**src/rtl/cdb_arbiter.sv**
```systemverilog
// cdb_arbiter: buffered common-data-bus arbiter.
// Collects results from FU_NUM functional units through small per-FU FIFOs.
// Broadcasts up to CDB_NUM of them per cycle, in round-robin order, on
// registered output channels.
//
// Ports:
//   clock, reset_n           - clock, async active-low reset
//   flush                    - synchronous squash of buffered and registered results
//   fu_valid/fu_value/fu_tag - per-FU completion handshake and payload
//   fu_ready                 - per-FU space available (from registered occupancy)
//   cdb_valid/tag/value/src  - per-channel registered broadcast

`ifndef XLEN
`define XLEN 32
`endif
`ifndef ROB_TAG_LEN
`define ROB_TAG_LEN 6
`endif

package cdb_arbiter_pkg;
   localparam int unsigned XLEN_W = `XLEN;
   localparam int unsigned TAG_W  = `ROB_TAG_LEN;

   // One buffered completion: destination ROB tag plus result data
   typedef struct packed {
      logic [TAG_W-1:0]  tag;
      logic [XLEN_W-1:0] value;
   } cdb_entry_t;
endpackage

module cdb_arbiter
   import cdb_arbiter_pkg::*;
#(
   parameter int unsigned  FU_NUM    = 4,
   parameter int unsigned  CDB_NUM   = 2,
   parameter int unsigned  BUF_DEPTH = 2,
   localparam int unsigned SRC_W     = $clog2(FU_NUM)
) (
   input  logic                              clock,
   input  logic                              reset_n,
   input  logic                              flush,
   input  logic [FU_NUM-1:0]                 fu_valid,
   input  logic [FU_NUM-1:0][XLEN_W-1:0]     fu_value,
   input  logic [FU_NUM-1:0][TAG_W-1:0]      fu_tag,
   output logic [FU_NUM-1:0]                 fu_ready,
   output logic [CDB_NUM-1:0]                cdb_valid,
   output logic [CDB_NUM-1:0][TAG_W-1:0]     cdb_tag,
   output logic [CDB_NUM-1:0][XLEN_W-1:0]    cdb_value,
   output logic [CDB_NUM-1:0][SRC_W-1:0]     cdb_src
);

   localparam int unsigned CNT_W = $clog2(BUF_DEPTH + 1);
   localparam int unsigned PTR_W = (BUF_DEPTH > 1) ? $clog2(BUF_DEPTH) : 1;
   localparam int unsigned CH_W  = (CDB_NUM > 1) ? $clog2(CDB_NUM) : 1;

   // FIFO storage and bookkeeping, one FIFO per FU
   cdb_entry_t        r_mem    [FU_NUM][BUF_DEPTH];
   logic [CNT_W-1:0]  r_count  [FU_NUM];
   logic [PTR_W-1:0]  r_rd_ptr [FU_NUM];
   logic [PTR_W-1:0]  r_wr_ptr [FU_NUM];
   logic [SRC_W-1:0]  r_rr_ptr;

   logic [FU_NUM-1:0] w_push;
   logic [FU_NUM-1:0] w_grant;
   cdb_entry_t        w_head     [FU_NUM];
   logic [CDB_NUM-1:0] w_ch_valid;
   cdb_entry_t        w_ch_entry [CDB_NUM];
   logic [SRC_W-1:0]  w_ch_src   [CDB_NUM];
   logic [SRC_W-1:0]  w_rr_next;

   // Circular pointer increment that also works for non-power-of-two depths
   function automatic logic [PTR_W-1:0] ptr_inc(input logic [PTR_W-1:0] p);
      if (p == PTR_W'(BUF_DEPTH - 1)) begin
         return '0;
      end
      return p + PTR_W'(1);
   endfunction

   // Ready depends only on registered occupancy, so a full FIFO stalls even
   // in a cycle where it pops.
   always_comb begin
      for (int i = 0; i < FU_NUM; i++) begin
         fu_ready[i] = reset_n && (r_count[i] < CNT_W'(BUF_DEPTH));
         w_push[i]   = fu_valid[i] && fu_ready[i] && !flush;
         w_head[i]   = r_mem[i][r_rd_ptr[i]];
      end
   end

   // Round-robin scan from r_rr_ptr; grants are packed from channel 0 upward
   always_comb begin
      int unsigned v_idx;
      int unsigned v_n;
      int unsigned v_last;
      v_idx      = 0;
      v_n        = 0;
      v_last     = 0;
      w_grant    = '0;
      w_ch_valid = '0;
      for (int c = 0; c < CDB_NUM; c++) begin
         w_ch_entry[c] = '0;
         w_ch_src[c]   = '0;
      end
      for (int unsigned k = 0; k < FU_NUM; k++) begin
         v_idx = 32'(r_rr_ptr) + k;
         if (v_idx >= FU_NUM) begin
            v_idx = v_idx - FU_NUM;
         end
         if ((r_count[SRC_W'(v_idx)] != '0) && (v_n < CDB_NUM)) begin
            w_grant[SRC_W'(v_idx)]    = 1'b1;
            w_ch_valid[CH_W'(v_n)]    = 1'b1;
            w_ch_entry[CH_W'(v_n)]    = w_head[SRC_W'(v_idx)];
            w_ch_src[CH_W'(v_n)]      = SRC_W'(v_idx);
            v_last                    = v_idx;
            v_n                       = v_n + 1;
         end
      end
      // Pointer moves just past the last FU granted in scan order
      w_rr_next = (v_last == FU_NUM - 1) ? '0 : SRC_W'(v_last + 1);
   end

   // FIFO occupancy and pointers
   always_ff @(posedge clock or negedge reset_n) begin
      if (!reset_n) begin
         for (int i = 0; i < FU_NUM; i++) begin
            r_count[i]  <= '0;
            r_rd_ptr[i] <= '0;
            r_wr_ptr[i] <= '0;
         end
      end else if (flush) begin
         for (int i = 0; i < FU_NUM; i++) begin
            r_count[i]  <= '0;
            r_rd_ptr[i] <= '0;
            r_wr_ptr[i] <= '0;
         end
      end else begin
         for (int i = 0; i < FU_NUM; i++) begin
            if (w_push[i]) begin
               r_wr_ptr[i] <= ptr_inc(r_wr_ptr[i]);
            end
            if (w_grant[i]) begin
               r_rd_ptr[i] <= ptr_inc(r_rd_ptr[i]);
            end
            if (w_push[i] && !w_grant[i]) begin
               r_count[i] <= r_count[i] + CNT_W'(1);
            end else if (!w_push[i] && w_grant[i]) begin
               r_count[i] <= r_count[i] - CNT_W'(1);
            end
         end
      end
   end

   // FIFO data storage; no reset needed, occupancy gates visibility
   always_ff @(posedge clock) begin
      for (int i = 0; i < FU_NUM; i++) begin
         if (w_push[i]) begin
            r_mem[i][r_wr_ptr[i]] <= cdb_entry_t'{tag: fu_tag[i], value: fu_value[i]};
         end
      end
   end

   // Registered broadcast channels and round-robin pointer
   always_ff @(posedge clock or negedge reset_n) begin
      if (!reset_n) begin
         r_rr_ptr  <= '0;
         cdb_valid <= '0;
         cdb_tag   <= '0;
         cdb_value <= '0;
         cdb_src   <= '0;
      end else if (flush) begin
         r_rr_ptr  <= '0;
         cdb_valid <= '0;
         cdb_tag   <= '0;
         cdb_value <= '0;
         cdb_src   <= '0;
      end else begin
         if (w_grant != '0) begin
            r_rr_ptr <= w_rr_next;
         end
         cdb_valid <= w_ch_valid;
         for (int c = 0; c < CDB_NUM; c++) begin
            cdb_tag[c]   <= w_ch_entry[c].tag;
            cdb_value[c] <= w_ch_entry[c].value;
            cdb_src[c]   <= w_ch_src[c];
         end
      end
   end

endmodule

```
**config.mk**
```make
export PLATFORM = sky130hd
export DESIGN_NAME = cdb_arbiter
export DESIGN_NICKNAME = d
export VERILOG_FILES = /design/src/rtl/cdb_arbiter.sv
export SDC_FILE = /design/constraint.sdc
export NUM_CORES = 1
export LEC_CHECK = 0
export BUFFER_PORTS_ARGS = -buffer_cell sky130_fd_sc_hd__buf_2
export CAP_MARGIN = 10
export CORE_ASPECT_RATIO = 0.8
export CORE_MARGIN = 2
export CORE_UTILIZATION = 45
export DETAILED_ROUTE_END_ITERATION = 16
export GPL_TIMING_DRIVEN = 0
export PLACE_DENSITY = 0.72
export SETUP_SLACK_MARGIN = 0.05
export SYNTH_ARGS = -nofsm -noshare
export SYNTH_HDL_FRONTEND = slang
export SYNTH_SLANG_ARGS = --single-unit
export TNS_END_PERCENT = 5
```
**constraint.sdc**
```tcl
create_clock -name clock -period 8.1 [get_ports clock]
set_input_delay 0 -clock clock [delete_from_list [all_inputs] [get_ports clock]]
set_output_delay 0 -clock clock [all_outputs]
set_load 0.01 [all_outputs]
```
==> metrics.txt, run 1 <==
status finished clean; Seq/Total Area, Yosys 0.538; switch share 0.489; first-pass GRT wire length 112 mm; post-detailed-route DRC marker count 0; post-CTS sizing 0; DR vias 18,215; Starting Density 0.457; DR pass1 iterations 6; vias in the first global route 17,867; Nets 2,598; row count 71; Starting DRT DRC Count 2,016; fill count 3,955; # diodes 0; Util after Layout 0.570; DP Wirelength 57.4 mm; Worst slew margin 0.233; most common cell in the netlist edfxtp_1; Total Power 11.6 mW; Post-Syn Area 21,600 um^2; post-CTS setup repair buffer count 0; antenna viol nets, final 0; Tot GR Track Use 0.304; worst reg-to-reg setup slack 0.38 ns; GP Congestion 1.00; Die Width 249 um; critical path data required time 8.48 ns; Yosys cell types 67; DP Cell Count 2,846; Synth-to-Final Area Change 24.6%; Post-synth ARST share 0.248; Max Fclk 129 MHz; proportion of layout cells with a drive suffix above 1 0.217; Final Cycle Share 0.954; WS Path Type reg2reg; Seq pwr share 0.217; Worst-Margin Slew 1.14 ns; # port buffers 244; # clock sinks 404; Die Ht 200 um; leakage dissipation 10.4 nW; Core Area 47,300 um^2; CTS Root Cell clkbuf_16; Int Power 5.94 mW; Min-Delay Path Class in2async; Mapped Cells 1,957; Period minus WS final 7.72 ns; CTS tree built; RSZ-0062 raised after global routing no; Critical Path Source Type register; fin cells 3,081; # IOs 245; commonest cells in the netlist 304 x edfxtp_1, 291 x nand2_1, 176 x nor2_1; Total Die Area 49,800 um^2; Synth top area share 0.422; Post-synth EDFFs 304; YS warnings 0; largest net degree at the start of global routing 54; post-detailed-route wirelength per cell 25.0 um; worst-path maximum fanout 13; Syn Nets 2,128; dominant cells by area after synthesis edfxtp_1 42%, dfrtp_1 12%, mux2i_1 6.1%, nand2_1 5.1%, mux2_2 4.4%; Clock power frac 0.165; via-per-instance ratio 5.91; initial antenna violation count 2; main flop type after synthesis edfxtp_1; worst-skew pair later-pin latency 0.58 ns; Max Cap Viol 0; fin. max-slew vios 0; CTS clock-pin slew for the worst setup and hold paths 0.06 ns; PD cells 432 nW/um^2; crit path DAT 8.11 ns; Clock Tree Buf Depth 3; area leader, netlist edfxtp_1; Fin Setup TNS 0 ns; GRT overflow 0; syn_area_per_cell 11.0 um^2; Clock Skew 0.0245 ns; Sw Pwr 5.70 mW; final-report hold violation count 0; critical path endpoint category register; maximum VDD drop 273 uV; Routed WL 76.9 mm; number of buffers created by CTS 42; final setup violation count 0; H-tree depth 2; combinational power share 0.617; FF+latch count, synth 404
## layout make-up
type                       count  area, um^2  area share
timing repair buffer         426        3120       0.116
sequential                   404       11600       0.432
buffer                       163         729      0.0271
clock buffer                  60        1250      0.0465
inverter                      52         196     0.00729
multi-input combinational   1338        9100       0.338
clock inverter                18         139     0.00516
tap                          620         776      0.0288
## power by group through the flow
stage | clock (mW) | combinational (mW) | sequential (mW)
2_1_floorplan | 0 | 4.46 | 2.61
5_1_grt | 2.04 | 7.57 | 2.54
6_report | 1.93 | 7.19 | 2.53
4_1_cts | 1.96 | 6.95 | 2.53
3_3_place_gp | 0 | 6.76 | 2.57
3_5_place_dp | 0 | 6.85 | 2.57
## stage by stage
| step | hold WS (ns) | worst slack (ns) | area, um^2 |
|---|---|---|---|
| floorplan | -0.296 | 3.36 | 21600 |
| global placement | 0.189 | 0.473 | 23600 |
| detailed placement | 0.107 | 0.944 | 24000 |
| CTS | 0.0293 | 0.896 | 26900 |
| global route | 0.0833 | 0.304 | 26900 |
| finish | 0.0399 | 0.375 | 26900 |
## placed cells by master, fill, tap and decap left out, drive strengths merged, types with 13 or more instances in the layout
cell type / n
a211oi: 63
a21oi: 107
buf: 328
clkbuf: 164
dfrtp: 100
dlygate4sd3: 157
edfxtp: 304
inv: 56
mux2: 90
mux2i: 132
mux4: 43
nand2: 291
nand3: 29
nor2: 176
nor3: 42
o211a: 13
o211ai: 70
o21ai: 116
or4: 21
## path summary, 6_finish.rpt
| kind | startpoint | to | cells past startpoint |
|---|---|---|---|
| worst max register to register | r_rr_ptr[0] | cdb_tag[0] | 18 |
| min in group clock | fu_valid[1] | r_wr_ptr[2] | 4 |
| max in group asynchronous | reset_n | cdb_value[53] | 3 |
| worst min-delay path | reset_n | cdb_value[35] | 2 |
| worst max-delay path | r_rr_ptr[0] | cdb_tag[0] | 18 |
| worst min register to register | r_wr_ptr[1] | r_wr_ptr[1] | 2 |
## flip-flops by register name, indices dropped and copies added (netlist names)
signal     count
cdb_src        4
cdb_tag       12
cdb_value     64
r_wr_ptr       4
r_rr_ptr       2
r_count        8
cdb_valid      2
r_mem        304
r_rd_ptr       4
## worst max-delay path, stage by stage (launching register included)
cell      delay [ns]
dfrtp_1         0.46
buf_6           0.18
inv_2           0.15
clkbuf_1        0.78
clkbuf_1        0.73
clkbuf_1        0.59
ha_1            0.42
clkinv_1        0.17
mux4_2          0.53
buf_2           0.21
inv_2           0.17
clkbuf_1        0.39
ha_1            0.27
nor2b_1         0.24
nor3b_2         0.49
o211ai_2        0.40
buf_2           0.34
buf_2           0.28
a211oi_1        0.73
## logic make-up (layout without fill, tap and decap cells)
logic type | Yosys count | in the layout | share of synthesized area
DFF | 404 | 404 | 0.538
AOI/OAI and AO/OA | 434 | 434 | 0.128
buffers and inverters | 215 | 719 | 0.0428
adders and majority gates | 12 | 12 | 0.00695
muxes | 265 | 265 | 0.154
and+or+nand+nor | 611 | 611 | 0.124
xor gates and xnor gates | 16 | 16 | 0.00648
## repair_timing
item	4_1_cts	5_1_grt
hold buffers	157	0
endpoints found under the setup margin	0	0
hold endpoints to repair	363	0
## metal layers
layer  up-vias  wire [um]  global-route usage
met2      1004      35500               0.500
li1       8164          -                   -
met4         2       3610               0.133
met3       207       6460              0.0476
met1      8838      31300               0.403
met5         -         11                   0
Power figures use the tool's default switching activity.
==> inputs of run 2 (changes only) <==
- BUFFER_PORTS_ARGS: -buffer_cell sky130_fd_sc_hd__buf_2 -> default
- CORE_ASPECT_RATIO: 0.8 -> default
- DONT_BUFFER_PORTS: default -> 1
- PLACE_DENSITY: 0.72 -> 0.68
- RECOVER_POWER: default -> 50
==> metrics.txt, run 2 (synthesis results as in run 1) <==
GRT overflow 0; proportion of layout cells with a drive suffix above 1 0.132; Period minus WS final 7.78 ns; Int Power 5.90 mW; leakage dissipation 9.38 nW; Sw Pwr 5.73 mW; largest net degree at the start of global routing 102; Clock Tree Buf Depth 3; CTS tree built; Worst slew margin 0.173; Die Ht 223 um; commonest non-fill, non-tap cell in the layout edfxtp_1; combinational power share 0.605; maximum VDD drop 227 uV; worst setup margin 0.322 ns; Clock Skew 0.0214 ns; Finished Cell Area 25,800 um^2; Util after Layout 0.543; Core Area 47,500 um^2; post-detailed-route DRC marker count 0; DR vias 17,608; WS Path Type reg2reg; switch share 0.493; Routed WL 78.5 mm; cell depth of the worst flop-to-flop path 18; Total Die Area 49,800 um^2; first-pass GRT wire length 112 mm; Tot GR Track Use 0.309; Critical Path Source Type register; final setup violation count 0; DP Cell Count 2,601; number of buffers created by CTS 44; CTS clock-pin slew for the worst setup and hold paths 0.06 ns; row count 80; fin cells 2,849; CTS Root Cell clkbuf_16; initial antenna violation count 4; DR pass1 iterations 5; GP Congestion 0.987; # port buffers 0; # clock sinks 404; Fin Setup TNS 0 ns; via-per-instance ratio 6.18; antenna viol nets, final 0; Final Cycle Share 0.960; fin. max-slew vios 0; Synth-to-Final Area Change 19.5%; status finished clean; Starting Density 0.455; Worst Min Path Start fu_value[106]; post-detailed-route wirelength per cell 27.5 um; worst reg-to-reg setup slack 0.32 ns; Worst-Margin Slew 1.24 ns; Die Width 223 um; Hold Path End r_mem[3][10]; Min-Delay Path Class in2reg; Worst R2R Start r_rr_ptr[0]; Hold Buf Count CTS 159; Max Cap Viol 0; Total Power 11.6 mW; Place WS 0.655 ns; commonest cells after routing, fill and taps aside 304 x edfxtp_1, 291 x nand2_1, 176 x nor2_1; # IOs 245; Crit Reg-Reg Endpoint cdb_value[29]; WHS 0.0641 ns; RSZ-0062 raised after global routing no; worst-path maximum fanout 13; Max Fclk 129 MHz; post-CTS sizing 0; Nets 2,363; critical path data required time 8.50 ns; max FFs per register 304; fill count 4,015; final-report hold violation count 0; Hold Path Depth 1; worst-skew pair later-pin latency 0.59 ns; crit path DAT 8.18 ns; Seq pwr share 0.224; PD cells 450 nW/um^2; Clock power frac 0.171; Starting DRT DRC Count 2,333; Area after DPL 22,800 um^2; critical path endpoint category register; vias in the first global route 16,920; post-CTS setup repair buffer count 0; H-tree depth 2; DP Wirelength 58.4 mm
[run 2: cell count changes in the layout (fill, tap and decap cells not counted), moves of 2 or more]
cell	previous run	this run
buf_6	26	32
clkinv_4	2	4
inv_4	2	0
diode_2	0	6
buf_2	277	34
clkbuf_8	7	0
buf_8	6	3
dlygate4sd3_1	157	159
clkinv_2	8	10
bufinv_16	0	4
clkinv_1	1	5
[run 2: power groups by stage]
stage / Sequential [mW] / Combinational, mW / Clock, mW
after floorplan: 2.61 / 4.46 / 0
after global placement: 2.66 / 6.57 / 0
after detailed placement: 2.65 / 6.64 / 0
after CTS: 2.61 / 6.76 / 2.02
after global routing: 2.62 / 7.37 / 2.10
final: 2.61 / 7.04 / 1.99
[run 2: worst max-delay path by stage]
stage | endpoint | cells past startpoint | start | slack, ns
2_1_floorplan | r_rr_ptr[0] | 17 | r_rr_ptr[0] | 3.36
3_3_place_gp | cdb_tag[0] | 18 | r_rr_ptr[0] | 0.69
3_5_place_dp | cdb_tag[0] | 18 | r_rr_ptr[0] | 0.65
4_1_cts | cdb_tag[0] | 18 | r_rr_ptr[0] | 0.64
5_1_grt | cdb_tag[0] | 18 | r_rr_ptr[0] | 0.26
6_report | cdb_value[29] | 18 | r_rr_ptr[0] | 0.32
[run 2: per-layer routing]
| layer | global-route usage | share of wire | wire length (um) |
|---|---|---|---|
| met4 | 0.124 | 0.042 | 3300 |
| met1 | 0.425 | 0.41 | 32000 |
| met5 | 0 | 0 | 0 |
| met2 | 0.466 | 0.44 | 34600 |
| met3 | 0.0830 | 0.11 | 8630 |
[run 2: critical path, cell delays in order (launching register included)]
cell and delay, ns:
dfrtp_1 0.45, buf_6 0.18, inv_2 0.13, clkbuf_1 0.71
clkbuf_1 0.64, clkbuf_1 0.72, ha_1 0.39, clkinv_1 0.29
mux4_2 0.51, buf_2 0.22, inv_2 0.14, clkbuf_1 0.56
ha_1 0.28, nor2b_1 0.23, nor3b_2 0.51, o211ai_2 0.42
buf_2 0.34, buf_2 0.26, a211oi_1 0.57
[run 2: layout make-up]
| class | count | area (um^2) | area share |
|---|---|---|---|
| well taps | 615 | 769 | 0.0298 |
| multi-input cells | 1338 | 9100 | 0.352 |
| clock inverters | 30 | 310 | 0.0120 |
| flip-flops and latches | 404 | 11600 | 0.450 |
| diodes | 6 | 15.0 | 0.000581 |
| inverters | 52 | 196 | 0.00760 |
| clock buffers | 52 | 1130 | 0.0438 |
| repair buffers | 189 | 1950 | 0.0755 |
| plain buffers | 163 | 729 | 0.0282 |
